<file path="src/rtl/exc_ctrl_if.sv">
// Pipeline-to-CP0 bundle: M-stage mtc0/mfc0 access, exception inputs and redirect outputs.
interface exc_ctrl_if;
    logic        en;
    logic [4:0]  addr;
    logic [31:0] wdata;
    logic [31:0] rdata;
    logic [31:0] M_PC;
    logic        M_BD;
    logic [4:0]  M_ExcCode;
    logic        M_eret;
    logic [5:0]  HWInt;
    logic        Req;
    logic [31:0] EPC;

    modport master (
        output en, addr, wdata, M_PC, M_BD, M_ExcCode, M_eret, HWInt,
        input  rdata, Req, EPC
    );

    modport slave (
        input  en, addr, wdata, M_PC, M_BD, M_ExcCode, M_eret, HWInt,
        output rdata, Req, EPC
    );
endinterface

</file>
<file path="src/rtl/exc_ctrl.sv">
// CP0 exception/interrupt controller: SR, Cause, EPC, PRId and the M-stage redirect request.
// The handler entry (0x0000_4180) lives in the PC block, not here.
module exc_ctrl #(
    parameter logic [31:0] PRID_VAL = 32'h0011_5151
) (
    input  logic      clk,
    input  logic      reset,
    exc_ctrl_if.slave bus
);

    logic [5:0]  im_q, im_d;
    logic        exl_q, exl_d;
    logic        ie_q, ie_d;
    logic        bd_q, bd_d;
    logic [5:0]  ip_q, ip_d;
    logic [4:0]  exccode_q, exccode_d;
    logic [31:0] epc_q, epc_d;

    logic int_req, exc_req, req;

    always_comb begin
        int_req = ie_q & ~exl_q & (|(bus.HWInt & im_q));
        exc_req = ~exl_q & (bus.M_ExcCode != 5'd0);
        // Held low during reset so the PC block never redirects while state is clearing.
        req     = reset & (int_req | exc_req);
    end

    always_comb begin
        im_d      = im_q;
        exl_d     = exl_q;
        ie_d      = ie_q;
        bd_d      = bd_q;
        exccode_d = exccode_q;
        epc_d     = epc_q;
        ip_d      = bus.HWInt;

        if (req) begin
            // The M instruction is cancelled, so any mtc0 it carries is dropped.
            exl_d     = 1'b1;
            bd_d      = bus.M_BD;
            exccode_d = int_req ? 5'd0 : bus.M_ExcCode;
            epc_d     = bus.M_BD ? (bus.M_PC - 32'd4) : bus.M_PC;
        end else begin
            if (bus.en) begin
                case (bus.addr)
                    5'd12: begin
                        im_d  = bus.wdata[15:10];
                        exl_d = bus.wdata[1];
                        ie_d  = bus.wdata[0];
                    end
                    5'd14:   epc_d = bus.wdata;
                    default: ;
                endcase
            end
            // eret after the write so it wins on EXL.
            if (bus.M_eret) begin
                exl_d = 1'b0;
            end
        end
    end

    always_ff @(posedge clk or negedge reset) begin
        if (!reset) begin
            im_q      <= 6'd0;
            exl_q     <= 1'b0;
            ie_q      <= 1'b0;
            bd_q      <= 1'b0;
            ip_q      <= 6'd0;
            exccode_q <= 5'd0;
            epc_q     <= 32'd0;
        end else begin
            im_q      <= im_d;
            exl_q     <= exl_d;
            ie_q      <= ie_d;
            bd_q      <= bd_d;
            ip_q      <= ip_d;
            exccode_q <= exccode_d;
            epc_q     <= epc_d;
        end
    end

    always_comb begin
        case (bus.addr)
            5'd12:   bus.rdata = {16'd0, im_q, 8'd0, exl_q, ie_q};
            5'd13:   bus.rdata = {bd_q, 15'd0, ip_q, 3'd0, exccode_q, 2'd0};
            5'd14:   bus.rdata = epc_q;
            5'd15:   bus.rdata = PRID_VAL;
            default: bus.rdata = 32'd0;
        endcase
    end

    assign bus.Req = req;
    assign bus.EPC = epc_q;

endmodule

</file>
<file path="src/flat_wrapper.sv">
// flat-port wrapper written by rule: the top's interface ports become plain ports
module exc_ctrl_flat 
#(
    parameter logic [31:0] PRID_VAL = 32'h0011_5151
)
  (clk, reset, bus_en, bus_addr, bus_wdata, bus_M_PC, bus_M_BD, bus_M_ExcCode, bus_M_eret, bus_HWInt, bus_rdata, bus_Req, bus_EPC);
  exc_ctrl_if bus_i ();
  input  logic clk;
  input  logic reset;
  input wire logic [$bits(bus_i.en)-1:0] bus_en;
  input wire logic [$bits(bus_i.addr)-1:0] bus_addr;
  input wire logic [$bits(bus_i.wdata)-1:0] bus_wdata;
  input wire logic [$bits(bus_i.M_PC)-1:0] bus_M_PC;
  input wire logic [$bits(bus_i.M_BD)-1:0] bus_M_BD;
  input wire logic [$bits(bus_i.M_ExcCode)-1:0] bus_M_ExcCode;
  input wire logic [$bits(bus_i.M_eret)-1:0] bus_M_eret;
  input wire logic [$bits(bus_i.HWInt)-1:0] bus_HWInt;
  output wire logic [$bits(bus_i.rdata)-1:0] bus_rdata;
  output wire logic [$bits(bus_i.Req)-1:0] bus_Req;
  output wire logic [$bits(bus_i.EPC)-1:0] bus_EPC;
  assign bus_i.en = bus_en;
  assign bus_i.addr = bus_addr;
  assign bus_i.wdata = bus_wdata;
  assign bus_i.M_PC = bus_M_PC;
  assign bus_i.M_BD = bus_M_BD;
  assign bus_i.M_ExcCode = bus_M_ExcCode;
  assign bus_i.M_eret = bus_M_eret;
  assign bus_i.HWInt = bus_HWInt;
  assign bus_rdata = bus_i.rdata;
  assign bus_Req = bus_i.Req;
  assign bus_EPC = bus_i.EPC;
  exc_ctrl #(.PRID_VAL(PRID_VAL)) u_core (.clk(clk), .reset(reset), .bus(bus_i));
endmodule
</file>
<file path="config.mk">
export PLATFORM = sky130hd
export DESIGN_NAME = exc_ctrl_flat
export DESIGN_NICKNAME = d
export VERILOG_FILES = /design/src/rtl/exc_ctrl_if.sv /design/src/rtl/exc_ctrl.sv /design/src/flat_wrapper.sv
export SDC_FILE = /design/constraint.sdc
export NUM_CORES = 1
export LEC_CHECK = 0
export BUFFER_PORTS_ARGS = -buffer_cell sky130_fd_sc_hd__buf_2
export CAP_MARGIN = 10
export CORE_MARGIN = 2
export CORE_UTILIZATION = 52
export CTS_BUF_LIST = sky130_fd_sc_hd__clkbuf_2
export DETAILED_ROUTE_END_ITERATION = 8
export PLACE_DENSITY_LB_ADDON = 0.05
export SLEW_MARGIN = 20
export SYNTH_ARGS = -nofsm -noshare
export SYNTH_HDL_FRONTEND = slang
export SYNTH_SLANG_ARGS = --single-unit
</file>
<file path="constraint.sdc">
create_clock -name clk -period 3.1 [get_ports clk]
set_clock_uncertainty 0.05 [all_clocks]
set_input_delay 0.155 -clock clk [delete_from_list [all_inputs] [get_ports clk]]
set_output_delay 0.155 -clock clk [all_outputs]
set_load 0.03 [all_outputs]
</file>
# Yosys cells after proc, flatten, opt, wreduce, memory -nomap -nowiden
# Cells that the tools add are included.
[totals]
register_bits = 52
output_inout_bits = 65
word_cells = 39
[op_classes]
n_eq_ne = 4
bitwise_logic = 8
reduce_logical = 9
mux = 10
add_sub_neg = 1
[op_table]
columns = ["operator", "count"]
rows = [
  ["2-to-1 mux 32 bit", 4],
  ["one-hot mux 32 bit (4 select lines)", 1],
  ["subtractor 32 x 3 -> 32 bit, second input constant", 1],
  ["== test 5 x 4 -> 1 bit, second input constant", 4],
  ["bitwise AND 6 bit", 1],
  ["nonzero test 3 bit", 2],
  ["OR reduction 6 bit", 1],
  ["2-to-1 mux 5 bit", 1],
  ["nonzero test 5 bit", 1],
  ["bitwise AND 1 bit", 4],
  ["2-to-1 mux 1 bit", 4],
  ["AND reduction 2 bit", 2],
  ["nonzero test 2 bit", 2],
  ["AND reduction 3 bit", 1],
  ["NOT 1 bit", 2],
  ["OR 1 bit", 1],
]

# Longest topological paths before layout
[depth]
depth_word = 7
depth_mapped = 8
depth_no_buf = 7

# Least setup slack after synthesis
# Ideal clock, no wire load.
[synth_timing]
path_type = "register -> register"
from = "register u_core.im_q[0]"
to = "register u_core.epc_q[12], in the netlist u_core.bus.EPC[12]"
path_buffers = 1
setup_slack_ns = 1.263
required_ns = 2.913
t_arrival_ns = 1.650
stages_incl_launch_ff = 7
setup_ns = 0.137
path_cell_list = "dfrtp_1 a22o_1 o31ai_2 a21boi_2 clkbuf_1 a211oi_1 a21oi_1"
[synth_via]
elab_chain_len = 7
word_cells_on_any_way = 9
cone_classes = "mux: 1; bitwise: 4; reduce/logical: 4"
[synth_lines]
columns = ["element", "line_no", "source"]
rows = [
  ["start, declared", "exc_ctrl.sv:11", "logic [5:0] im_q, im_d;"],
  ["start signal, assigned", "exc_ctrl.sv:72", "im_q <= im_d;"],
  ["bitwise AND 6 bit *", "exc_ctrl.sv:22", "int_req = ie_q & ~exl_q & (|(bus.HWInt & im_q));"],
  ["OR reduction 6 bit *", "exc_ctrl.sv:22", ""],
  ["bitwise AND 1 bit *", "exc_ctrl.sv:22", ""],
  ["OR 1 bit *", "exc_ctrl.sv:25", "req = reset & (int_req | exc_req);"],
  ["bitwise AND 1 bit *", "exc_ctrl.sv:25", ""],
  ["nonzero test 2 bit (no line)", "n/a", ""],
  ["AND reduction 2 bit (no line)", "n/a", ""],
  ["end signal, assigned", "exc_ctrl.sv:78", "epc_q <= epc_d;"],
  ["end, declared", "exc_ctrl.sv:17", "logic [31:0] epc_q, epc_d;"],
]
# Mark *: on every way between the ends. The rest lies on a longest branch, timed or not.
# A chain may end at the register's enable or synchronous reset.

# Worst setup path after layout
[layout_timing]
from = "register u_core.exl_q"
to = "output port bus_Req"
[layout_via]
elab_chain_len = 5
word_cells_on_any_way = 6
cone_classes = "bitwise: 6"
[layout_lines]
columns = ["element", "line_no", "source"]
rows = [
  ["start, declared", "exc_ctrl.sv:12", "logic exl_q, exl_d;"],
  ["start signal, assigned", "exc_ctrl.sv:73", "exl_q <= exl_d;"],
  ["NOT 1 bit *", "exc_ctrl.sv:22, exc_ctrl.sv:23", ""],
  ["bitwise AND 1 bit (2 in series)", "exc_ctrl.sv:22", ""],
  ["OR 1 bit *", "exc_ctrl.sv:25", ""],
  ["bitwise AND 1 bit *", "exc_ctrl.sv:25", ""],
  ["end, declared", "flat_wrapper.sv:19", "output wire logic [$bits(bus_i.Req)-1:0] bus_Req;"],
]
# Marks and branches as above.

==> flow_metrics.tcl <==
set metrics [dict create \
    worstSkewPairLatency_ns 0.44 \
    tightest_slew_ns 0.893 \
    die_y_um 83.0 \
    synth_area_um2 3250 \
    grt_pass1_vias 3562 \
    yosysMostFrequentCell "dfrtp_1" \
    outcome "completed" \
    crit_slowest_cell "a21boi_4" \
    synth-seq-area-share_pct 40.1 \
    final_nets 661 \
    setup_violations 0 \
    p_per_area_nw_per_um2 455 \
    synth_nets 441 \
    synthMuxAreaShare_pct 8.10 \
    synth_top_family_by_area "simple AND/OR/NAND/NOR gates" \
    drt_iter0_markers 159 \
    antenna_found_initial 0 \
    fmax_ghz 0.345 \
    antennaDiodeCount 0 \
    ys_async_sr_fraction_pct 100 \
    maxCapViolCount 0 \
    synthSimpleGateAreaFrac_pct 22.9 \
    clockBufferDepth 2 \
    cp.required_ns 2.89 \
    crit_type "register to output port" \
    drv_slew 0 \
    post_cts_buffers 0 \
    drive_gt1_share_pct 31.9 \
    rows 28 \
    cp_max_fo 47 \
    die_x_um 83.0 \
    start_kind "register" \
    cp-end-kind "output port" \
    ios 150 \
    ant_nets 0 \
    cp.buffers_inverters 2 \
    via_count 3562 \
    min_period_over_period_pct 93.5 \
    ys_ff_latch 52 \
    remaining_drc_errors 0 \
    syn_avg_cell_area_um2 9.14 \
    hold_viol 0 \
    cts.sinks 52 \
    fill_cells 408 \
    total_power_mw 2.23 \
    synth_area_leader_cell "dfrtp_1" \
    cp_slowest_stage_delay_ns 0.62 \
    start_util_pct 54.2 \
    synth_area_leaders "dfrtp_1 40%, xnor2_1 5.9%, a211oi_1 5.3%, nor2b_1 5.0%, mux2i_1 4.6%" \
    synth_flop_cell "dfrtp_1" \
    post-dp-hpwl_mm 6.84 \
    worstPathArrival_ns 2.69 \
    wl_mm 10.4 \
    synth_compound_area_share_pct 16.4 \
    ys_types 43 \
    synth_top_area_share_pct 40.1 \
    wire_per_inst_um 15.9 \
    drtPass1Iterations 4 \
    grt_pass1_wl_mm 16.8 \
    grt_util_all_layers_pct 29.5 \
    globalplace.congestion 0.809 \
    yosys-top-cells-count "52 x dfrtp_1, 29 x a21oi_1, 28 x nor2_1" \
    cts-htree-levels 2 \
    synth_edf_count 0 \
    synth-xor-area-share_pct 7.56 \
    setup_tns_ns 0 \
    fin_crit_ns 2.90 \
    peakVddDrop_mv 0.347 \
    worstPathCellList "nor2b_1, a21boi_4, buf_4, buf_2" \
    die_area_um2 6890 \
    cts_buffers 5 \
    coreArea_um2 5990 \
    clockRootBuffer "clkbuf_2" \
    clk_transition_reported_paths_ns 0.26 \
    netlist_instances 355 \
    grt_max_degree 53 \
    rsz0062_at_grt "false" \
    gr-total-overflow 0 \
    area_growth_pct 51.1 \
    synth_adder_area_share_pct 0.386 \
    vias_per_cell 5.47 \
    cts_tree "yes" \
    slew_headroom_pct 40.2 \
    path_delay_family "buffers and inverters" \
    synth_warnings 0 \
    io_buffer_count 149 \
    hold_class "input port to register" \
    p_leak_nw 2.25 \
]
## kinds of logic after synthesis
logic type / Yosys count
compound gates: 84
fa+ha+maj: 1
flops: 52
simple gates: 134
xor+xnor: 28
mux: 25
buf+inv: 31
## layout make-up
type	instances	area, um2	area share (%)
flip-flops and latches	52	1300	26.5
well taps	75	93.8	1.91
multi-input cells	272	1810	37.0
clock inverters	3	42.5	0.868
clock buffers	5	25.0	0.510
inverters	8	30.0	0.612
repair buffers	236	1600	32.6
## layer usage
metal  vias to the layer above  global-route usage, %  part of all wire [%]
met5                         -                      0                     0
met4                         0                   8.94                   1.9
met3                        19                   4.27                   7.0
met2                       150                   51.6                    50
met1                      1679                   37.9                    41
li1                       1714                      -                     -
## state kept, by name, summed over array words and instances (netlist names)
name	flops
u_core.bd_q	1
u_core.bus.EPC	32
u_core.exccode_q	5
u_core.exl_q	1
u_core.ie_q	1
u_core.im_q	6
u_core.ip_q	6
## timing repair
item,in CTS,in global routing
endpoints found under the setup margin,0,10
hold endpoints to repair,104,0
hold buffers,79,0
gates resized for setup,0,1
## power by group
group / total, mW / internal, mW / switching [mW]
clock network: 0.356 / 0.134 / 0.222
logic: 0.953 / 0.424 / 0.528
registers: 0.920 / 0.816 / 0.105
## placed cells by master (no fill, tap or decap), types with 4 or more instances in the layout
master / synthesis / final
nor4_1: 11 / 11
clkbuf_2: 0 / 5
xnor2_1: 22 / 22
nor3_1: 9 / 9
nor2b_1: 26 / 26
inv_1: 8 / 8
nand2b_1: 4 / 4
mux2i_1: 15 / 15
nand2_1: 17 / 17
and3_1: 16 / 15
dlygate4sd3_1: 0 / 79
nand3_1: 8 / 8
dfrtp_1: 52 / 52
o21ai_0: 17 / 17
xor2_1: 6 / 6
a211oi_1: 23 / 23
a22oi_1: 4 / 4
nor2_1: 28 / 28
buf_4: 0 / 8
a21oi_1: 29 / 29
buf_2: 5 / 149
mux2_2: 10 / 10
## stage by stage
step / instances / worst slack (ns) / hold WS (ns) / area (um2) / utilization (%)
floorplan: 355 / 1.26 / -0.191 / 3250 / -
global placement: 564 / 0.751 / 0.231 / 4040 / 67.4
global route: 651 / 0.0104 / 0.0576 / 4900 / 81.9
finish: 651 / 0.200 / 0.0516 / 4900 / 81.9
CTS: 651 / 0.177 / 0.0285 / 4890 / 81.7
detailed placement: 564 / 0.721 / 0.231 / 4040 / 67.4
## worst paths after layout
path / from / endpoint / slack (ns) / depth (start not counted)
min: bus_M_PC[17] / u_core.bus.EPC[17] / 0.05 / 4
min in group asynchronous: reset / u_core.exccode_q[0] / 0.30 / 3
max in group asynchronous: reset / u_core.ip_q[4] / 2.25 / 3
max reg2reg: u_core.exl_q / u_core.bus.EPC[3] / 0.23 / 6
max: u_core.exl_q / bus_Req / 0.20 / 4
min reg2reg: u_core.bd_q / u_core.bd_q / 0.51 / 1
## tightest hold or removal path: stages
cell and delay, ns:
buf_2 0.14, xnor2_1 0.08, nand2_1 0.07, o21ai_0 0.08
(Power assumes the default switching activity.)
